[config.mk]
export PLATFORM = sky130hd
export DESIGN_NAME = serial_adder_ctrl
export DESIGN_NICKNAME = d
export VERILOG_FILES = /design/src/rtl/serial_adder_ctrl.sv
export SDC_FILE = /design/constraint.sdc
export NUM_CORES = 1
export LEC_CHECK = 0
export CORE_ASPECT_RATIO = 0.75
export CORE_MARGIN = 2
export CORE_UTILIZATION = 45
export DETAILED_ROUTE_END_ITERATION = 6
export HOLD_SLACK_MARGIN = 0.08
export PLACE_DENSITY = 0.75
export SETUP_SLACK_MARGIN = 0.15
export SYNTH_ARGS = -nofsm -noshare
export SYNTH_HDL_FRONTEND = slang
export SYNTH_SLANG_ARGS = --single-unit
[constraint.sdc]
create_clock -name clk -period 2.1 [get_ports clk]
set_input_delay 0.21 -clock clk [delete_from_list [all_inputs] [get_ports clk]]
set_output_delay 0.21 -clock clk [all_outputs]
set_load 0.03 [all_outputs]
[src/rtl/serial_adder_ctrl.sv]
// serial_adder_ctrl: bit-serial WIDTH-bit adder with one full-adder cell
// and valid/ready handshakes on both the operand and result sides.
module serial_adder_ctrl #(
    parameter int WIDTH = 8
) (
    input  logic             clk,
    input  logic             rst,
    input  logic             in_valid,
    output logic             in_ready,
    input  logic [WIDTH-1:0] a,
    input  logic [WIDTH-1:0] b,
    input  logic             cin,
    output logic             out_valid,
    input  logic             out_ready,
    output logic [WIDTH-1:0] sum,
    output logic             cout
);
    localparam int CNT_W = $clog2(WIDTH);

    typedef enum logic [1:0] {IDLE, SHIFT, DONE} state_t;

    state_t           state_q, state_d;
    logic [CNT_W-1:0] cnt_q, cnt_d;
    logic             carry_q, carry_d;
    logic             cout_q, cout_d;
    logic [WIDTH-1:0] a_sh_q, a_sh_d;
    logic [WIDTH-1:0] b_sh_q, b_sh_d;
    logic [WIDTH-1:0] sum_sh_q, sum_sh_d;
    logic [WIDTH-1:0] sum_q, sum_d;
    logic             fa_s, fa_co;

    assign fa_s  = a_sh_q[0] ^ b_sh_q[0] ^ carry_q;
    assign fa_co = (a_sh_q[0] & b_sh_q[0]) | (carry_q & (a_sh_q[0] ^ b_sh_q[0]));

    assign in_ready  = state_q == IDLE;
    assign out_valid = state_q == DONE;
    assign sum       = sum_q;
    assign cout      = cout_q;

    // sum/cout are only written on the final bit so they hold the previous result while shifting
    always_comb begin
        state_d  = state_q;
        cnt_d    = cnt_q;
        carry_d  = carry_q;
        cout_d   = cout_q;
        a_sh_d   = a_sh_q;
        b_sh_d   = b_sh_q;
        sum_sh_d = sum_sh_q;
        sum_d    = sum_q;
        case (state_q)
            IDLE: begin
                if (in_valid) begin
                    state_d = SHIFT;
                    a_sh_d  = a;
                    b_sh_d  = b;
                    carry_d = cin;
                    cnt_d   = '0;
                end
            end
            SHIFT: begin
                a_sh_d   = a_sh_q >> 1;
                b_sh_d   = b_sh_q >> 1;
                sum_sh_d = {fa_s, sum_sh_q[WIDTH-1:1]};
                carry_d  = fa_co;
                cnt_d    = cnt_q + 1'b1;
                if (cnt_q == CNT_W'(WIDTH - 1)) begin
                    state_d = DONE;
                    sum_d   = {fa_s, sum_sh_q[WIDTH-1:1]};
                    cout_d  = fa_co;
                    cnt_d   = '0;
                end
            end
            DONE: begin
                if (out_ready) state_d = IDLE;
            end
            default: state_d = IDLE;
        endcase
    end

    always_ff @(posedge clk or posedge rst) begin
        if (rst) begin
            state_q  <= IDLE;
            cnt_q    <= '0;
            carry_q  <= 1'b0;
            cout_q   <= 1'b0;
            a_sh_q   <= '0;
            b_sh_q   <= '0;
            sum_sh_q <= '0;
            sum_q    <= '0;
        end else begin
            state_q  <= state_d;
            cnt_q    <= cnt_d;
            carry_q  <= carry_d;
            cout_q   <= cout_d;
            a_sh_q   <= a_sh_d;
            b_sh_q   <= b_sh_d;
            sum_sh_q <= sum_sh_d;
            sum_q    <= sum_d;
        end
    end
endmodule

==> After elaboration in Yosys (flattened, before gate mapping) <==
Cells that the tools add are included.
{ "word_totals": {"word_cells": 38, "inputBits": 21, "ff_bits": 39, "output_inout_bits": 11} }
{ "classes": {"eq_ne": 6, "reduce_logical": 5, "bitwise": 5, "muxes": 13, "addsub": 1} }
{ "ops": {"columns": ["cell", "n"], "rows": [
  ["$pmux W8 S2", 2],
  ["$mux W8", 2],
  ["$mux W2", 3],
  ["$mux W3", 2],
  ["$pmux W2 S3", 1],
  ["$pmux W3 S2", 1],
  ["$ne A2 B2 Y1 const B", 2],
  ["$reduce_and A2 Y1", 2],
  ["$add A3 B1 Y3 const B", 1],
  ["$eq A3 B3 Y1 const B", 1],
  ["$reduce_and A3 Y1", 1],
  ["$and A1 B1 Y1", 2],
  ["$eq A2 B1 Y1 const B", 1],
  ["$eq A2 B2 Y1 const B", 1],
  ["$logic_not A2 Y1", 1],
  ["$ne A2 B1 Y1 const B", 1],
  ["$pmux W1 S2", 1],
  ["$reduce_bool A2 Y1", 1],
  ["$xor A1 B1 Y1", 2],
  ["$mux W1", 1],
  ["$or A1 B1 Y1", 1]
]} }

==> Depth between registers and ports, before layout <==
{ "logic_depth": {"depth_word": 4, "ltp_mapped": 5} }

==> Least setup slack after synthesis <==
Ideal clock, no wire load.
{ "synth_path": {"path_type": "register to output", "from": "reg state_q[1]", "to": "out out_valid", "setup_slack_ps": 705, "path_buffers": 2, "stages_incl_launch_ff": 5, "arrival_ps": 1185, "cell_sequence": "dfrtp_1 -> buf_2 -> inv_1 -> buf_2 -> nor2_1"} }
{ "synth_via": {"elab_chain_cells": 1} }
{ "synth_rtl": {"columns": ["item", "line", "text"], "rows": [
  ["start: declaration", "22", "state_t state_q, state_d;"],
  ["start signal: assignment", "91", "state_q <= state_d;"],
  ["$eq A2 B2 Y1", "36", "assign out_valid = state_q == DONE;"],
  ["end: declaration", "13", "output logic out_valid,"]
]} }
No other way between the ends.

==> Final worst setup path <==
{ "layout_path": {"from": "reg state_q[0]", "to": "out out_valid"} }
Same word-level chain as after synthesis.

==> results.txt <==
The clock transition at the registers of the reported paths is 0.07 ns. The count of unresolved DRC violations after routing is 0. Along the worst path, the maximum fanout reaches 13. The via density per instance is 5.45.

The largest net degree at the start of global routing came out at 39. The cell count after synthesis came out at 154. The final layout contains 211 nets. The count of flip-flops with a built-in enable after synthesis came out at 0. The part of the cycle the worst path needs came out at 87.6%. The run finished with clean final reports. The clock latency at the later pin of the worst-skew pair came out at 0.29 ns. The HPWL after detailed placement is 2.32 mm. Clock skew on the completed layout was measured at 0.00535 ns. The worst hold path belongs to the class in -> async.

Timing would allow up to 543 MHz. Once the floorplan was initialized, standard cells occupied 48.4% of the core. 0 antenna diodes ended up in the layout. Buffers added to address setup during post-CTS repair amount to 0. The final setup TNS is 0 ns. Counting flops and latches in the post-synthesis netlist gives 38. The required time of the critical path came out at 1.89 ns. The number of nets handed over by synthesis was 178. In the final routed layout, each cell accounts on average for 14.5 um. The timing startpoint of the critical path is state_q[0]. The number of levels in the clock H-tree came out at 2. The number of antenna violations at the first check in global routing is 0.

The met3 wirelength from detailed routing is 168 um. The average instance in the mapped netlist occupies 10.7 sq um. In the final routing, the length of wire on met1 measures 1.59 mm. The height of the chip came out at 56.4 um. The via count of the first global-routing pass is 1271. In this run, post-CTS hold repair placed 0 buffers. The count of synthesis-stage warnings from yosys is 0. In the layout the commonest cells are sky130_fd_sc_hd__dfrtp_1 (37), sky130_fd_sc_hd__clkdlybuf4s50_1 (30), sky130_fd_sc_hd__o22ai_1 (26). The post-synthesis to final-layout area growth came out at 29.0%. The via count is 1292. The global placer's final weighted congestion came out at 0.811. The worst setup path is captured at an output pin.

The signal on the critical path passes through nor2_1 > clkdlybuf4s50_1. The global-route wire length before repair came out at 5.90 mm. Across the run, the number of max-cap violations was 0. The areal power density over the cells came out at 1520 mW/mm^2. After synthesis the cells add up to 0.00165 sq mm. The iteration-0 DRC count of the detailed router came out at 103. Broken down by cell family, the worst path's largest delay share belongs to buffers and inverters. The highest signal layer in the routed design is met4. The post-synthesis cell type count is 24. The amount of wire on met2 after detailed routing came out at 1.62 mm. The floorplan row count is 18. TritonCTS built the clock tree. STA classifies the critical path startpoint as a flip-flop. The number of buffers and inverters on the critical path came out at 1. The slew at the pin with the worst max-slew slack came out at 0.509 ns. The sink count of the clock tree came out at 38. The count of endpoints failing hold in the final timing report came to 0. For this run the aggregate overflow at the end of global routing stands at 0. The worst-case clock buffer depth came out at 2. The worst path arrival time is 1.63 ns. The number of max-slew violations in the final report is 0.

The overall routed net length is 3.44 mm. The number of buffers inserted during clock tree synthesis is 5. The die span in x came out at 73.9 um. The number of search-and-repair iterations in the first detailed-routing pass is 4.

The total routing usage reported by global routing came out at 18.5%. The number of gates resized after CTS is 0. The largest voltage drop on the vdd net is 0.796 mV.

The commonest non-fill, non-tap cell in the layout is sky130_fd_sc_hd__dfrtp_1. The prevailing post-synth register cell is sky130_fd_sc_hd__dfrtp_1. The end-of-flow core utilization is 62.4%.

The core region is 0.00340 sq mm. The leakage power came out at 0.939 nW. The overall power of the completed layout came out at 3.22 mW. The clock tree root driver cell is sky130_fd_sc_hd__clkbuf_8. Setup repair after global routing left no endpoint under its margin.

The setup-violating endpoint count in the final report is 0. The die outline area is 0.00416 sq mm. The remaining max-slew budget at the tightest pin came out at 66.0%. The maximum cell stage delay along the critical path came out at 0.67 ns. The setup path with the least slack is of type reg -> out. The ratio of cells with drive above 1 in the final layout came out at 12.3%. The startpoint identified for the worst register-to-register timing path is state_q[0].

During I/O placement, the number of pins put on the boundary was 32. The share of flip-flops with an asynchronous set or reset after synthesis came out at 100%. The cell type of the slowest stage on the worst timing path is sky130_fd_sc_hd__clkdlybuf4s50_1. The number of port buffers is 31.

Of the synthesized area, sequential elements account for 57.8%. The time the final worst path needs with I/O delays and setup came out at 1.84 ns. The residual antenna-violating net count after detailed routing is 0.
==> Yosys cell counts (2+ instances only) <==
library cell / instances / share of area (%)
sky130_fd_sc_hd__inv_1: 4 / 0.91
sky130_fd_sc_hd__a21oi_1: 15 / 4.6
sky130_fd_sc_hd__nor3_1: 2 / 0.61
sky130_fd_sc_hd__dfrtp_1: 38 / 58
sky130_fd_sc_hd__nor2_1: 5 / 1.1
sky130_fd_sc_hd__ha_1: 2 / 1.5
sky130_fd_sc_hd__nor2b_1: 4 / 1.5
sky130_fd_sc_hd__o22ai_1: 26 / 9.9
sky130_fd_sc_hd__buf_2: 7 / 2.1
sky130_fd_sc_hd__mux2_2: 9 / 6.2
sky130_fd_sc_hd__buf_1: 2 / 0.46
sky130_fd_sc_hd__nand2_1: 23 / 5.2
sky130_fd_sc_hd__o21ai_0: 4 / 1.2
sky130_fd_sc_hd__a22o_1: 2 / 1.1
sky130_fd_sc_hd__nand2b_1: 2 / 0.76
==> through the flow <==
stage	instances	worst slack [ns]	hold slack (ns)	cell area, sq um
after floorplan	154	0.705	0.296	1650
after global placement	230	0.555	0.458	2010
after detailed placement	230	0.505	0.475	2010
after CTS	237	0.164	0.342	2120
after global routing	237	0.198	0.406	2120
final	237	0.260	0.326	2120
==> report_power, final <==
group,switching (mW),internal [mW]
sequential,0.254,1.07
clock,0.249,0.380
combinational,0.685,0.585
total,1.19,2.03
==> worst register-to-register path: cells and delay by family (launching register included) <==
kind	cells	cell delay, ns
AND/OR/NAND/NOR	1	0.28
AO/OA/AOI/OAI	2	0.22
flip-flops	1	0.58
buffers and inverters	1	0.27
==> state kept, by name, indices dropped and copies added, names as in the netlist <==
signal	count
a_sh_q	8
cnt_q	3
cout	1
b_sh_q	8
sum_sh_q	7
state_q	2
sum	8
carry_q	1
==> logic make-up after synthesis <==
| family | after synthesis | share of synthesized area [%] |
|---|---|---|
| AO/OA/AOI/OAI | 52 | 19.0 |
| adder cells (fa/ha/maj) | 3 | 2.74 |
| buffers and inverters | 14 | 3.95 |
| flip-flops | 38 | 57.8 |
| multiplexers | 9 | 6.16 |
| AND/OR/NAND/NOR | 38 | 10.4 |
==> metal layers <==
metal | up-vias | track usage (%)
met4 | 0 | 6.23
met1 | 624 | 26.0
met3 | 8 | 4.85
met5 | - | 0
li1 | 615 | -
met2 | 45 | 27.7
==> path summary, 6_finish.rpt <==
path | slack (ns) | to | cells after the start
hold / removal | 0.33 | sum[0] | 3
setup reg to reg | 0.62 | carry_q | 4
min in group clk | 0.47 | state_q[1] | 2
max in group asynchronous | 1.41 | state_q[1] | 3
setup / recovery | 0.26 | out_valid | 2
hold reg to reg | 0.49 | sum_sh_q[1] | 2
==> final cells by class <==
cell class              instances  area [sq um]
inverters                       4          15.0
clock buffers                   6          82.6
multi-input cells             102           631
fillers                       270          1280
repair buffers                 36           350
clock inverters                 1          30.0
well taps                      50          62.6
flip-flops and latches         38           952
No activity file was read; power rests on OpenSTA's default activity.
